**config.mk**
```make
export PLATFORM = sky130hd
export DESIGN_NAME = serial_magnitude_compare_flat
export DESIGN_NICKNAME = d
export VERILOG_FILES = /design/src/rtl/serial_magnitude_compare_pkg.sv /design/src/rtl/serial_magnitude_compare_if.sv /design/src/rtl/serial_magnitude_compare_digit_compare.sv /design/src/rtl/serial_magnitude_compare.sv /design/src/flat_wrapper.sv
export SDC_FILE = /design/constraint.sdc
export NUM_CORES = 1
export LEC_CHECK = 0
export ABC_CLOCK_PERIOD_IN_PS = 5600
export CAP_MARGIN = 10
export CORE_MARGIN = 2
export CORE_UTILIZATION = 50
export CTS_CLUSTER_SIZE = 28
export DETAILED_ROUTE_END_ITERATION = 8
export PLACE_DENSITY = 0.79
export SLEW_MARGIN = 30
export SYNTH_ARGS = -nofsm -noshare
export SYNTH_HDL_FRONTEND = slang
export SYNTH_SLANG_ARGS = --single-unit
export TNS_END_PERCENT = 100
```
**constraint.sdc**
```tcl
create_clock -name clk -period 5.6 [get_ports clk]
set_input_delay 1.4 -clock clk [delete_from_list [all_inputs] [get_ports clk]]
set_output_delay 1.4 -clock clk [all_outputs]
set_load 0.01 [all_outputs]
```
**src/rtl/serial_magnitude_compare_pkg.sv**
```systemverilog
// Shared definitions for the digit-serial magnitude comparator.
//   op_e    : result select carried with each request (A vs B)
//   state_e : controller states IDLE -> SCAN -> DONE -> IDLE
//   idx_width() : digit-index width, never narrower than one bit
//   op_result() : relation picked out of the gt/lt/eq flags by op
package serial_magnitude_compare_pkg;

    typedef enum logic [1:0] {
        OP_EQ = 2'b00,
        OP_GT = 2'b01,
        OP_LT = 2'b10,
        OP_GE = 2'b11
    } op_e;

    typedef enum logic [1:0] {
        ST_IDLE = 2'b00,
        ST_SCAN = 2'b01,
        ST_DONE = 2'b10
    } state_e;

    function automatic int idx_width(input int ndig);
        return (ndig > 1) ? $clog2(ndig) : 1;
    endfunction

    function automatic logic op_result(input op_e op, input logic gt, input logic lt,
                                       input logic eq);
        logic r;
        case (op)
            OP_EQ:   r = eq;
            OP_GT:   r = gt;
            OP_LT:   r = lt;
            default: r = gt | eq;
        endcase
        return r;
    endfunction

endpackage

```
**src/rtl/serial_magnitude_compare_if.sv**
```systemverilog
// Request/response bundle for serial_magnitude_compare.
//   request : in_valid, in_ready, in_a, in_b, signed_en, op
//   response: out_valid, out_ready, gt, lt, eq, res
//   status  : busy
// slave is the comparator side, master is the requester/consumer side.
interface serial_magnitude_compare_if
    import serial_magnitude_compare_pkg::*;
#(
    parameter int WIDTH = 16
) ();

    logic             in_valid;
    logic             in_ready;
    logic [WIDTH-1:0] in_a;
    logic [WIDTH-1:0] in_b;
    logic             signed_en;
    op_e              op;
    logic             out_valid;
    logic             out_ready;
    logic             gt;
    logic             lt;
    logic             eq;
    logic             res;
    logic             busy;

    modport slave (
        input  in_valid, in_a, in_b, signed_en, op, out_ready,
        output in_ready, out_valid, gt, lt, eq, res, busy
    );

    modport master (
        output in_valid, in_a, in_b, signed_en, op, out_ready,
        input  in_ready, out_valid, gt, lt, eq, res, busy
    );

endinterface

```
**src/rtl/serial_magnitude_compare_digit_compare.sv**
```systemverilog
// digit_compare: combinational unsigned compare of one DIGIT-wide slice.
//   a, b : digit of operand A / B
//   gt   : a > b
//   lt   : a < b   (neither set means the digits are equal)
module digit_compare #(
    parameter int DIGIT = 4
) (
    input  logic [DIGIT-1:0] a,
    input  logic [DIGIT-1:0] b,
    output logic             gt,
    output logic             lt
);

    assign gt = (a > b);
    assign lt = (a < b);

endmodule

```
**src/rtl/serial_magnitude_compare.sv**
```systemverilog
// serial_magnitude_compare: digit-serial, MSB-first magnitude comparator.
// Scans DIGIT bits per cycle from the top, stops at the first differing digit
// and reports gt/lt/eq plus the op-selected result bit.
//   clk : rising-edge clock
//   rst : synchronous, active-low reset
//   bus : serial_magnitude_compare_if.slave (request, response, busy)
// WIDTH must be a multiple of DIGIT.
module serial_magnitude_compare
    import serial_magnitude_compare_pkg::*;
#(
    parameter int WIDTH = 16,
    parameter int DIGIT = 4
) (
    input logic                        clk,
    input logic                        rst,
    serial_magnitude_compare_if.slave  bus
);

    localparam int NDIG = WIDTH / DIGIT;
    localparam int IDXW = idx_width(NDIG);

    state_e                       state;
    op_e                          op_sel;
    logic [IDXW-1:0]              idx;
    logic [NDIG-1:0][DIGIT-1:0]   a_digs;
    logic [NDIG-1:0][DIGIT-1:0]   b_digs;
    logic [WIDTH-1:0]             sign_mask;
    logic                         dig_gt;
    logic                         dig_lt;

    // Inverting the sign bit of both operands maps two's complement order onto
    // plain unsigned order, so the scan itself never needs to know signedness.
    always_comb begin
        sign_mask            = '0;
        sign_mask[WIDTH-1]   = bus.signed_en;
    end

    digit_compare #(.DIGIT(DIGIT)) u_digit (
        .a  (a_digs[idx]),
        .b  (b_digs[idx]),
        .gt (dig_gt),
        .lt (dig_lt)
    );

    assign bus.busy = (state != ST_IDLE);

    always_ff @(posedge clk) begin
        if (!rst) begin
            state         <= ST_IDLE;
            op_sel        <= OP_EQ;
            idx           <= '0;
            a_digs        <= '0;
            b_digs        <= '0;
            bus.in_ready  <= 1'b0;
            bus.out_valid <= 1'b0;
            bus.gt        <= 1'b0;
            bus.lt        <= 1'b0;
            bus.eq        <= 1'b0;
            bus.res       <= 1'b0;
        end else begin
            case (state)
                ST_IDLE: begin
                    bus.in_ready <= 1'b1;
                    if (bus.in_valid && bus.in_ready) begin
                        a_digs       <= bus.in_a ^ sign_mask;
                        b_digs       <= bus.in_b ^ sign_mask;
                        op_sel       <= bus.op;
                        idx          <= IDXW'(NDIG - 1);
                        bus.gt       <= 1'b0;
                        bus.lt       <= 1'b0;
                        bus.eq       <= 1'b0;
                        bus.in_ready <= 1'b0;
                        state        <= ST_SCAN;
                    end
                end
                ST_SCAN: begin
                    // Flags and res are only written on the way into DONE so they
                    // stay low for as long as out_valid is low.
                    if (dig_gt) begin
                        bus.gt        <= 1'b1;
                        bus.res       <= op_result(op_sel, 1'b1, 1'b0, 1'b0);
                        bus.out_valid <= 1'b1;
                        state         <= ST_DONE;
                    end else if (dig_lt) begin
                        bus.lt        <= 1'b1;
                        bus.res       <= op_result(op_sel, 1'b0, 1'b1, 1'b0);
                        bus.out_valid <= 1'b1;
                        state         <= ST_DONE;
                    end else if (idx == '0) begin
                        bus.eq        <= 1'b1;
                        bus.res       <= op_result(op_sel, 1'b0, 1'b0, 1'b1);
                        bus.out_valid <= 1'b1;
                        state         <= ST_DONE;
                    end else begin
                        idx <= idx - 1'b1;
                    end
                end
                ST_DONE: begin
                    // Returning to IDLE costs one bubble: in_ready rises with the
                    // handshake edge, so the next accept is one edge later.
                    if (bus.out_ready) begin
                        bus.out_valid <= 1'b0;
                        bus.gt        <= 1'b0;
                        bus.lt        <= 1'b0;
                        bus.eq        <= 1'b0;
                        bus.res       <= 1'b0;
                        bus.in_ready  <= 1'b1;
                        state         <= ST_IDLE;
                    end
                end
                default: begin
                    bus.in_ready  <= 1'b0;
                    bus.out_valid <= 1'b0;
                    state         <= ST_IDLE;
                end
            endcase
        end
    end

endmodule

```
**src/flat_wrapper.sv**
```systemverilog
// flat-port wrapper written by rule: the top's interface ports become plain ports
module serial_magnitude_compare_flat import serial_magnitude_compare_pkg::*;
#(
    parameter int WIDTH = 16,
    parameter int DIGIT = 4
)
  (clk, rst, bus_in_valid, bus_in_a, bus_in_b, bus_signed_en, bus_op, bus_out_ready, bus_in_ready, bus_out_valid, bus_gt, bus_lt, bus_eq, bus_res, bus_busy);
  serial_magnitude_compare_if #(.WIDTH(WIDTH)) bus_i ();
  input logic clk;
  input logic rst;
  input wire logic [$bits(bus_i.in_valid)-1:0] bus_in_valid;
  input wire logic [$bits(bus_i.in_a)-1:0] bus_in_a;
  input wire logic [$bits(bus_i.in_b)-1:0] bus_in_b;
  input wire logic [$bits(bus_i.signed_en)-1:0] bus_signed_en;
  input wire logic [$bits(bus_i.op)-1:0] bus_op;
  input wire logic [$bits(bus_i.out_ready)-1:0] bus_out_ready;
  output wire logic [$bits(bus_i.in_ready)-1:0] bus_in_ready;
  output wire logic [$bits(bus_i.out_valid)-1:0] bus_out_valid;
  output wire logic [$bits(bus_i.gt)-1:0] bus_gt;
  output wire logic [$bits(bus_i.lt)-1:0] bus_lt;
  output wire logic [$bits(bus_i.eq)-1:0] bus_eq;
  output wire logic [$bits(bus_i.res)-1:0] bus_res;
  output wire logic [$bits(bus_i.busy)-1:0] bus_busy;
  assign bus_i.in_valid = bus_in_valid;
  assign bus_i.in_a = bus_in_a;
  assign bus_i.in_b = bus_in_b;
  assign bus_i.signed_en = bus_signed_en;
  assign bus_i.op = bus_op;
  assign bus_i.out_ready = bus_out_ready;
  assign bus_in_ready = bus_i.in_ready;
  assign bus_out_valid = bus_i.out_valid;
  assign bus_gt = bus_i.gt;
  assign bus_lt = bus_i.lt;
  assign bus_eq = bus_i.eq;
  assign bus_res = bus_i.res;
  assign bus_busy = bus_i.busy;
  serial_magnitude_compare #(.WIDTH(WIDTH), .DIGIT(DIGIT)) u_core (.clk(clk), .rst(rst), .bus(bus_i));
endmodule
```
; ---- Word-level counts from Yosys, hierarchy flattened
; Cells that the tools add are included.
[classes]
n_lt_le_gt_ge = 3
muxes = 39
n_bitwise = 4
add_sub_neg = 1
eq_ne = 13
n_reduce_logical = 19
[ops]
columns = operator, count
row1 = 16-bit XOR, 2
row2 = 1-bit two-way mux, 18
row3 = 2-bit two-way mux, 9
row4 = 4-bit binary-select mux with 2-bit select, 2
row5 = 1-bit case mux with 3 select lines, 5
row6 = 5-bit AND reduction, 2
row7 = 3-bit AND reduction, 3
row8 = 4-bit two-way mux, 2
row9 = "2-bit by 1-bit != test with 1-bit output, second input constant", 4
row10 = "2-bit != test, second input constant", 4
row11 = 2-bit logical NOT, 3
row12 = 2-bit case mux with 3 select lines, 1
row13 = 6-bit AND reduction, 1
row14 = 2-bit nonzero test, 3
row15 = "2-bit by 1-bit == test with 1-bit output, second input constant", 2
row16 = "2-bit == test, second input constant", 2
row17 = 4-bit > comparator, 1
row18 = 4-bit less-than comparator, 1
row19 = "4-bit by 1-bit != test with 1-bit output, second input constant", 1
row20 = 2-bit case mux with 2 select lines, 1
row21 = 2-bit AND reduction, 2
row22 = 4-bit AND reduction, 1
row23 = 2-bit OR reduction, 2
row24 = "2-bit by 3-bit less-than comparator with 1-bit output, second input constant", 1
row25 = other kinds (5), 6
[totals]
reg_bits = 44
inputBits = 39
elab_cells = 96
output_inout_bits = 7

; ---- Logic depth before layout (Yosys ltp)
; Gate-level depths: netlist (run 1).
[depth]
depth_word = 7
mapped_depth = 9
depth_no_buf = 8

; ---- Hierarchy
; A second synthesis (run 1) with hierarchy kept.
[unflattened]
hier_cells = 245
area_unflattened_um2 = 2167.1
[modules_own_cells]
columns = module, area_per_inst_um2, n_inst, cells_each
row1 = serial_magnitude_compare, 2053.2, 1, 230
row2 = digit_compare, 113.9, 1, 15

; ---- Worst setup path before layout (run 1)
; OpenSTA, ideal clock, no wires.
[synth_path]
kind = flip-flop to flip-flop
startpoint = register u_core.idx[1]
endpoint = register u_core.bus.out_valid
required_time_ns = 5.472
path_stages_with_launch = 9
setup_slack_ns = 2.813
arrival_ns = 2.659
setup_ns = 0.128
period_less_slack_ns = 2.787
cell_sequence = dfxtp_1 -> clkbuf_1 -> mux4_2 -> ha_1 -> a21oi_4 -> or3b_1 -> a211o_1 -> mux2i_1 -> nor2_1
[synth_between]
elab_chain_cells = 6
[synth_rtl]
columns = element, line
row1 = start: declaration, serial_magnitude_compare.sv:24  ; logic [IDXW-1:0] idx;
row2 = start signal: assignment, serial_magnitude_compare.sv:68  ; idx <= IDXW'(NDIG - 1);
row3 = start signal: assignment, serial_magnitude_compare.sv:95  ; idx <= idx - 1'b1;
row4 = 4-bit binary-select mux with 2-bit select (on tied branches), "serial_magnitude_compare.sv:39, serial_magnitude_compare.sv:40"
row5 = 4-bit two-way mux (on tied branches), "serial_magnitude_compare.sv:39, serial_magnitude_compare.sv:40"
row6 = 4-bit less-than comparator, serial_magnitude_compare_digit_compare.sv:15  ; assign lt = (a < b);
row7 = 1-bit two-way mux, serial_magnitude_compare.sv:84  ; end else if (dig_lt) begin
row8 = 1-bit two-way mux, serial_magnitude_compare.sv:79  ; if (dig_gt) begin
row9 = 1-bit case mux with 3 select lines, serial_magnitude_compare.sv:61  ; case (state)
row10 = end signal: assignment, serial_magnitude_compare.sv:82  ; bus.out_valid <= 1'b1;
row11 = end signal: assignment, serial_magnitude_compare.sv:87  ; bus.out_valid <= 1'b1;
row12 = end signal: assignment, serial_magnitude_compare.sv:92  ; bus.out_valid <= 1'b1;
row13 = end: declaration, serial_magnitude_compare_if.sv:28  ; output in_ready, out_valid, gt, lt, eq, res, busy
; Several ways; a longest one is shown, not always the timed one. The select of a mux whose other input is x is not followed.
; A chain may end at the register's enable or synchronous reset.

; ---- Final worst setup path (run 1)
[layout_path]
startpoint = register u_core.state[0]
endpoint = output bus_busy
[layout_between]
elab_chain_cells = 1
[layout_rtl]
columns = element, line
row1 = start: declaration, serial_magnitude_compare.sv:22  ; state_e state;
row2 = start signal: assignment, serial_magnitude_compare.sv:49  ; state <= ST_IDLE;
row3 = start signal: assignment, serial_magnitude_compare.sv:73  ; state <= ST_SCAN;
row4 = start signal: assignment, serial_magnitude_compare.sv:83  ; state <= ST_DONE;
row5 = 2-bit nonzero test, serial_magnitude_compare.sv:45  ; assign bus.busy = (state != ST_IDLE);
row6 = end: declaration, flat_wrapper.sv:23  ; output wire logic [$bits(bus_i.busy)-1:0] bus_busy;
; Every way passes these cells.

==> flow_summary.ini, run 1 <==
[clock_tree]
cts_resized = 0
cts_buffers = 5
cts_buffer_depth = 2
cts_tree = yes
worstSkewPairLatency_ns = 0.30
cts_setup_buffers = 0
cts_sinks = 44
cts-root-buf = clkbuf_8
clkTransAtPathRegs_ns = 0.09
hold_buffers = 0
htree_num_levels = 2

[route]
drtIter0Drc = 76
firstDrtPassIters = 4
drc = 0
via_per_inst = 5.11
route.final.wire_length_um = 4030
avgRoutedWirePerCell_um = 12.2
antenna_left = 0
vias = 1690

[floorplan]
rows = 23
dieHeight_um = 68.3
die_w_um = 68.3
core-area_um2 = 4000
io_pins = 46
die_area_um2 = 4670
start_util_pct = 51.7

[yosys]
synth-seq-area-share_pct = 42.6
ys_seq_elements = 44
syn_avg_cell_area_um2 = 8.59
syn_nets = 291
synth_cell_type_count = 36
ys_warn_count = 0
syn-cell-area_um2 = 2070
synth_cells = 241

[critical_path]
cp_data_required_time_ns = 4.20
end_kind = output pin
worst-path-max-fanout = 5
reg2reg_slack_ns = 2.63
critical_path_class = reg2out
rr_worst_depth = 8
worst_r2r_endpoint = u_core.bus.out_valid
worstSetupStartpointType = flop
crit_arrival_ns = 1.64
reg2reg_from = u_core.idx[0]

[timing]
setup_viol = 0
rsz0062_at_grt = no
period_share_pct = 54.2
slew_violations = 0
period_needed_ns = 3.04
finalHoldViolations = 0
relSlewSlack_pct = 57.6
fmax_mhz = 329
setup_tns_ns = 0
skew_ns = 0.00892
tightest_slew_ns = 0.635

[layout]
area_growth_syn_to_layout_pct = 28.5
nFillCells = 342
drive_above_1_share_pct = 8.54
final_common_cell = nand2_1
antenna_cells = 0
fin_nets = 330
fin_area_um2 = 2660
final_cell_mix = nand2_1 (71), clkdlybuf4s50_1 (45), dfxtp_1 (44)

[worst_hold_path]
whs_endpoint = u_core.b_digs[13]
hold_path_depth = 2
min-delay-start = u_core.b_digs[13]
hp-class = reg2reg

[placement]
globalplace.congestion = 0.850
dp_hpwl_um = 2860
portBuffers = 45
place_area_um2 = 2540

[grt]
track_usage_pct = 19.6
grt_pass1_wl_um = 6810
antenna_found_initial = 0
grt_pass1_vias = 1611
grt_overflow_total = 0
grt_start_max_net_pins = 40

[power]
powerDensity_nw_per_um2 = 425
irDropWorstVdd_mv = 0.171
power_leakage_uw = 0.000957

[status]
outcome = complete, no violations

[run]
max_cap_violations = 0
metal layers:
layer  share of wire (%)  global-route usage (%)  vias up
li1                    -                       -      891
met1                  46                    24.0      749
met2                  47                    32.9       42
met3                 5.3                    4.77        8
met4                 1.9                    8.00        0
met5                   0                       0        -
how the worst max path moves through the flow:
stage / startpoint / to / slack, ns / depth (start not counted)
detailed placement: bus_in_valid / u_core.idx[0] / 2.45 / 5
finish: u_core.state[0] / bus_busy / 2.56 / 4
floorplan: u_core.idx[1] / u_core.bus.out_valid / 2.81 / 8
global route: u_core.idx[0] / u_core.bus.res / 2.46 / 8
CTS: u_core.state[0] / bus_busy / 2.56 / 4
global placement: bus_in_valid / u_core.idx[0] / 2.10 / 5
sequential cells by signal, summed over array words and instances, names as in the netlist:
name                  flops
u_core.idx                2
u_core.bus.out_valid      1
u_core.a_digs            16
u_core.state              2
u_core.op_sel             2
u_core.bus.gt             1
u_core.bus.res            1
u_core.bus.in_ready       1
u_core.bus.lt             1
u_core.bus.eq             1
u_core.b_digs            16
worst max-delay path, stage by stage, from the launching register on:
cell	delay, ns
dfxtp_1	0.39
inv_1	0.08
ha_1	0.27
inv_1	0.07
clkdlybuf4s50_1	0.53
metrics by stage:
| stage | utilization, % | std cells | worst slack [ns] | power (uW) | hold slack, ns |
|---|---|---|---|---|---|
| floorplan | - | 241 | 2.81 | 747 | 0.433 |
| global placement | 63.3 | 323 | 2.10 | 868 | 0.434 |
| detailed placement | 63.5 | 323 | 2.45 | 880 | 0.446 |
| CTS | 66.5 | 331 | 2.56 | 1140 | 0.458 |
| global route | 66.5 | 331 | 2.46 | 1210 | 0.480 |
| finish | 66.5 | 331 | 2.56 | 1130 | 0.455 |
synth_stat cells:
cell type  number  share of area (%)
nand2_1        71                 13
dfxtp_1        44                 43
a21oi_1        37                8.9
inv_1          13                2.4
nor2_1         12                2.2
clkbuf_1       11                2.0
ha_1           11                6.7
mux4_2          8                8.7
a211oi_1        4                1.5
nand3_1         2               0.48
nor3_1          2               0.48
xnor2_1         2               0.85
a2111oi_4       1                1.3
a211o_1         1               0.42
a21boi_1        1               0.36
a21oi_4         1               0.79
a311oi_1        1               0.42
a31o_1          1               0.42
a31oi_1         1               0.30
a41oi_1         1               0.42
and2b_4         1               0.48
and3_1          1               0.30
buf_1           1               0.18
buf_2           1               0.24
mux2_2          1               0.54
mux2i_1         1               0.48
nand2b_1        1               0.30
nand4_1         1               0.30
nor2b_1         1               0.30
o21ai_0         1               0.24
o21bai_2        1               0.54
o221a_1         1               0.54
o31ai_1         1               0.36
o32ai_1         1               0.42
or2_1           1               0.30
or3b_1          1               0.42
area by class of cell:
| class | count | area, um^2 | share of cell area [%] |
|---|---|---|---|
| clock buffer | 6 | 82.6 | 3.10 |
| clock inverter | 2 | 38.8 | 1.46 |
| inverter | 13 | 48.8 | 1.83 |
| multi-input combinational | 171 | 1100 | 41.2 |
| sequential | 44 | 881 | 33.1 |
| tap | 50 | 62.6 | 2.35 |
| timing repair buffer | 45 | 450 | 16.9 |
logic make-up (layout without fill, tap and decap cells):
group                      Yosys count  in the layout  share of synthesized area [%]
xor gates and xnor gates             2              2                          0.847
DFF                                 44             44                           42.6
and+or+nand+nor                     94             94                           18.4
adders and majority gates           11             11                           6.65
buffers and inverters               26             66                           4.78
muxes                               10             10                           9.73
AOI/OAI and AO/OA                   54             54                           17.0
report_power, final:
group	switching (uW)	internal, uW	total [uW]
Combinational	234	212	445
Sequential	52.2	376	428
Clock	110	146	256
(Power assumes the default switching activity.)
==> run 2, diff against run 1 <==
--- a/config.mk
+++ b/config.mk
@@ -5,7 +5,7 @@
 export SDC_FILE = /design/constraint.sdc
 export NUM_CORES = 1
 export LEC_CHECK = 0
-export ABC_CLOCK_PERIOD_IN_PS = 5600
+export ABC_CLOCK_PERIOD_IN_PS = 2950
 export CAP_MARGIN = 10
 export CORE_MARGIN = 2
 export CORE_UTILIZATION = 50
==> constraint.sdc (replaced) <==
create_clock -name clk -period 2.95 [get_ports clk]
set_input_delay 0.7375 -clock clk [delete_from_list [all_inputs] [get_ports clk]]
set_output_delay 0.7375 -clock clk [all_outputs]
set_load 0.01 [all_outputs]
==> flow_summary.ini, run 2 (synthesis results as in run 1) <==
[clock_tree]
cts_buffer_depth = 2
clkTransAtPathRegs_ns = 0.09
cts_setup_buffers = 0
cts_tree = yes
hold_buffers = 0
cts_sinks = 44
cts_buffers = 5
worstSkewPairLatency_ns = 0.30
htree_num_levels = 2
cts_resized = 0
cts-root-buf = clkbuf_8

[power]
power_leakage_uw = 0.000992
powerDensity_nw_per_um2 = 806
irDropWorstVdd_mv = 0.427

[layout]
area.sequential_um2 = 881
drive_above_1_share_pct = 9.72
instances_no_fill = 338
top_regs = u_core.a_digs: 16 flops, u_core.b_digs: 16 flops
fin_nets = 337
final_common_cell = nand2_1
nFillCells = 332
antenna_cells = 0
multi_input_area_um2 = 1090
final_cell_mix = nand2_1 (71), clkdlybuf4s50_1 (45), dfxtp_1 (44)
area_growth_syn_to_layout_pct = 30.8

[timing]
skew_ns = 0.00781
relSlewSlack_pct = 62.0
period_needed_ns = 2.72
slew_violations = 0
tightest_slew_ns = 0.570
setup_tns_ns = 0
finalHoldViolations = 0
setup_ws_ns = 0.230
fmax_mhz = 368
setup_viol = 0
period_share_pct = 92.2
rsz0062_at_grt = no
whs_ns = 0.454

[status]
outcome = complete, no violations

[run]
max_cap_violations = 0

[critical_path]
max_stage_delay_ns = 0.55
critPathBufInv = 0
worst-path-max-fanout = 7
end_kind = flop
critical_path_class = reg2reg
cp_data_required_time_ns = 3.13
cp_cell_sequence = mux4_2 -> ha_1 -> a21oi_4 -> or3b_1 -> a211o_1 -> mux2i_1 -> nor2_1
path_delay_family = multiplexers
crit_slowest_cell = mux4_2
worstSetupStartpointType = flop
crit_arrival_ns = 2.90

[floorplan]
die_w_um = 68.3
die_area_um2 = 4670
dieHeight_um = 68.3
start_util_pct = 51.7
core-area_um2 = 4000
rows = 23
io_pins = 46

[grt]
grt_pass1_vias = 1746
track_usage_pct = 22.1
grt_pass1_wl_um = 7600
antenna_found_initial = 0
grt_start_max_net_pins = 38
grt_overflow_total = 0

[route]
firstDrtPassIters = 4
route.final.wire_length_um = 4450
drc = 0
antenna_left = 0
drtIter0Drc = 72
via_per_inst = 5.29
vias = 1787
avgRoutedWirePerCell_um = 13.2

[worst_hold_path]
hp-class = reg2reg

[placement]
dp_cells = 330
portBuffers = 45
dp_hpwl_um = 3190
dp_slack_ns = 0.255
globalplace.congestion = 0.876
## run 2: path summary, 6_finish.rpt
check | start | to | slack, ns | cells after the start
hold / removal | u_core.bus.lt | u_core.bus.lt | 0.45 | 2
setup reg to reg | u_core.idx[1] | u_core.bus.out_valid | 0.23 | 7
hold reg to reg | u_core.bus.lt | u_core.bus.lt | 0.45 | 2
setup / recovery | u_core.idx[1] | u_core.bus.out_valid | 0.23 | 7
## run 2: worst reg2reg max path, cell delays in order (launching register included)
cell     delay, ns
dfxtp_1       0.50
mux4_2        0.55
ha_1          0.37
a21oi_4       0.23
or3b_1        0.41
a211o_1       0.34
mux2i_1       0.15
nor2_1        0.05
## run 2: report_power, final
| group | internal [uW] | switching [uW] |
|---|---|---|
| Combinational | 424 | 473 |
| Clock | 277 | 211 |
| Sequential | 714 | 83.3 |
| Total | 1410 | 767 |
## run 2: cell type report
| cell class | count | share of cell area (%) |
|---|---|---|
| Clock inverter | 2 | 1.43 |
| Sequential cell | 44 | 32.5 |
| Multi-Input combinational cell | 171 | 40.3 |
| Tap cell | 50 | 2.31 |
| Inverter | 13 | 1.80 |
| Clock buffer | 6 | 3.05 |
| Timing Repair Buffer | 52 | 18.6 |
## run 2: through the flow
stage	cell area (um^2)	total power [uW]	util, %
4_1_cts	2710	2190	67.7
6_report	2710	2180	67.7
3_3_place_gp	2580	1670	64.6
2_1_floorplan	2070	1420	-
3_5_place_dp	2580	1700	64.6
5_1_grt	2710	2340	67.7
## run 2: routing by layer
layer  global-route usage [%]  vias to the layer above  part of all wire, %
met5                        0                        -                    0
met4                     7.25                        0                  1.3
met3                     6.74                        7                  4.3
met2                     37.4                       48                   50
met1                     26.5                      820                   45
li1                         -                      912                    -
==> run 3, diff against run 2 <==
--- a/config.mk
+++ b/config.mk
@@ -5,13 +5,14 @@
 export SDC_FILE = /design/constraint.sdc
 export NUM_CORES = 1
 export LEC_CHECK = 0
+export ABC_AREA = 1
 export ABC_CLOCK_PERIOD_IN_PS = 2950
 export CAP_MARGIN = 10
 export CORE_MARGIN = 2
 export CORE_UTILIZATION = 50
 export CTS_CLUSTER_SIZE = 28
 export DETAILED_ROUTE_END_ITERATION = 8
-export PLACE_DENSITY = 0.79
+export PLACE_DENSITY = 0.78
 export SLEW_MARGIN = 30
 export SYNTH_ARGS = -nofsm -noshare
 export SYNTH_HDL_FRONTEND = slang
==> flow_summary.ini, run 3 <==
[yosys]
syn-cell-area_um2 = 2270
synth_most_common_cell = nand2_1
synthTopCellsByCount = nand2_1 (46), a21oi_1 (45), dfxtp_1 (44)
async_reset_ff_share_pct = 0
ys_seq_elements = 44
synth_edf_count = 0
ys_warn_count = 0
synth_ff_type = dfxtp_1
syn_nets = 358
synth_area_leaders = dfxtp_1 (39%), a21oi_1 (9.9%), nand3_1 (7.9%)
syn_avg_cell_area_um2 = 7.38
synth_cells = 308
yosys.area.top_type = dfxtp_1
synth_cell_type_count = 31
synth-seq-area-share_pct = 38.7
synth_top_area_share_pct = 38.7

[clock_tree]
cts-root-buf = clkbuf_8
htree_num_levels = 2
hold_buffers = 0
cts_sinks = 44
cts_setup_buffers = 0
cts_buffers = 5
cts_buffer_depth = 2
cts_tree = yes
clkTransAtPathRegs_ns = 0.08
cts_resized = 0
worstSkewPairLatency_ns = 0.30

[placement]
dp_hpwl_um = 3640
globalplace.congestion = 0.849
dp_slack_ns = 0.728
portBuffers = 45

[floorplan]
rows = 24
io_pins = 46
die_area_um2 = 5100
dieHeight_um = 71.4
core-area_um2 = 4350
die_w_um = 71.4
start_util_pct = 52.2

[layout]
final_cell_mix = nand2_1 (46), a21oi_1 (45), clkdlybuf4s50_1 (45)
fin_nets = 399
top_regs = u_core.a_digs: 16 flops, u_core.b_digs: 16 flops
area_growth_syn_to_layout_pct = 25.9
antenna_cells = 0
nFillCells = 387
area.sequential_um2 = 881
final_common_cell = nand2_1
drive_above_1_share_pct = 11.4
multi_input_area_um2 = 1170

[grt]
grt_pass1_wl_um = 8580
antenna_found_initial = 0
grt_start_max_net_pins = 29
grt_pass1_vias = 1908
track_usage_pct = 21.2
grt_overflow_total = 0

[route]
via_per_inst = 5.26
route.final.wire_length_um = 5220
antenna_left = 0
vias = 2114
drtIter0Drc = 184
avgRoutedWirePerCell_um = 13.0
firstDrtPassIters = 4
drc = 0

[critical_path]
max_stage_delay_ns = 0.54
cp_data_required_time_ns = 2.21
critical_path_class = reg2out
crit_slowest_cell = clkdlybuf4s50_1
worst-path-max-fanout = 4
critPathBufInv = 3
path_delay_family = buffers and inverters
crit_arrival_ns = 1.61
worstSetupStartpointType = flop
end_kind = output pin
cp_cell_sequence = inv_1 -> ha_1 -> inv_2 -> clkdlybuf4s50_1

[worst_hold_path]
hp-class = reg2reg

[timing]
period_needed_ns = 2.35
rsz0062_at_grt = no
relSlewSlack_pct = 69.9
slew_violations = 0
setup_ws_ns = 0.604
skew_ns = 0.00458
fmax_mhz = 426
tightest_slew_ns = 0.451
setup_viol = 0
setup_tns_ns = 0
finalHoldViolations = 0
period_share_pct = 79.5

[power]
power_leakage_uw = 0.00111
irDropWorstVdd_mv = 0.670
powerDensity_nw_per_um2 = 965

[run]
max_cap_violations = 0

[status]
outcome = complete, no violations
==> run 3: changes by cell type in the layout (fill, tap and decap cells not counted), sizes merged, moves of 8 or more <==
cell,delta
nor2,+10
nand3,+39
a21oi,+11
nand2,-21
o21ai,+26
mux4,-8
inv,+18
==> run 3: cell families after synthesis <==
logic type	count (synthesis)	synth area share, %
AO/OA/AOI/OAI	82	19.4
XOR/XNOR	2	0.771
adder cells (fa/ha/maj)	11	6.05
buffers and inverters	52	9.69
flip-flops	44	38.7
AND/OR/NAND/NOR	117	25.3
==> run 3: path summary, 6_finish.rpt <==
path	depth (start not counted)	from	slack (ns)	to
setup / recovery	4	u_core.state[0]	0.60	bus_busy
hold / removal	2	u_core.a_digs[0]	0.46	u_core.a_digs[0]
setup reg to reg	14	u_core.idx[1]	0.69	u_core.idx[0]
hold reg to reg	2	u_core.a_digs[0]	0.46	u_core.a_digs[0]
==> run 3: where the power goes <==
group | internal (uW) | switching [uW] | total, uW
clock network | 251 | 213 | 463
registers | 729 | 62.9 | 792
logic | 561 | 944 | 1500
total | 1540 | 1220 | 2760
==> run 3: worst register-to-register path, stage by stage (launching register included) <==
cell and delay (ns):
dfxtp_1 0.32, buf_4 0.16, clkinv_1 0.25, o21ai_0 0.16, o22ai_1 0.11, ha_1 0.35
nand2_1 0.08, nand2_1 0.08, nand2_4 0.10, nand3_1 0.12, nand3_2 0.13, clkinv_1 0.09
nand3_1 0.08, nand2_1 0.07, nor2_1 0.09
==> run 3: cell type report <==
| type | count | area share, % |
|---|---|---|
| sequential | 44 | 30.8 |
| clock buffer | 5 | 2.40 |
| clock inverter | 3 | 1.49 |
| inverter | 35 | 4.77 |
| timing repair buffer | 51 | 17.3 |
| tap | 52 | 2.27 |
| multi-input combinational | 212 | 41.0 |
==> run 3: metal layers <==
metal  up-vias  track usage (%)  routed length, um
li1       1099                -                  -
met1       943             29.8               2460
met2        66             30.9               2350
met3         6             6.19                335
met4         0             7.55                 68
met5         -                0                  0
==> run 3: stage by stage <==
step	std cells	utilization [%]	instance area, um^2	hold WS, ns	power, uW
after floorplan	308	-	2270	0.424	1930
after global placement	394	63.2	2750	0.443	2270
after detailed placement	394	63.2	2750	0.444	2300
after CTS	402	65.7	2860	0.456	2770
after global routing	402	65.7	2860	0.476	2960
final	402	65.7	2860	0.457	2760
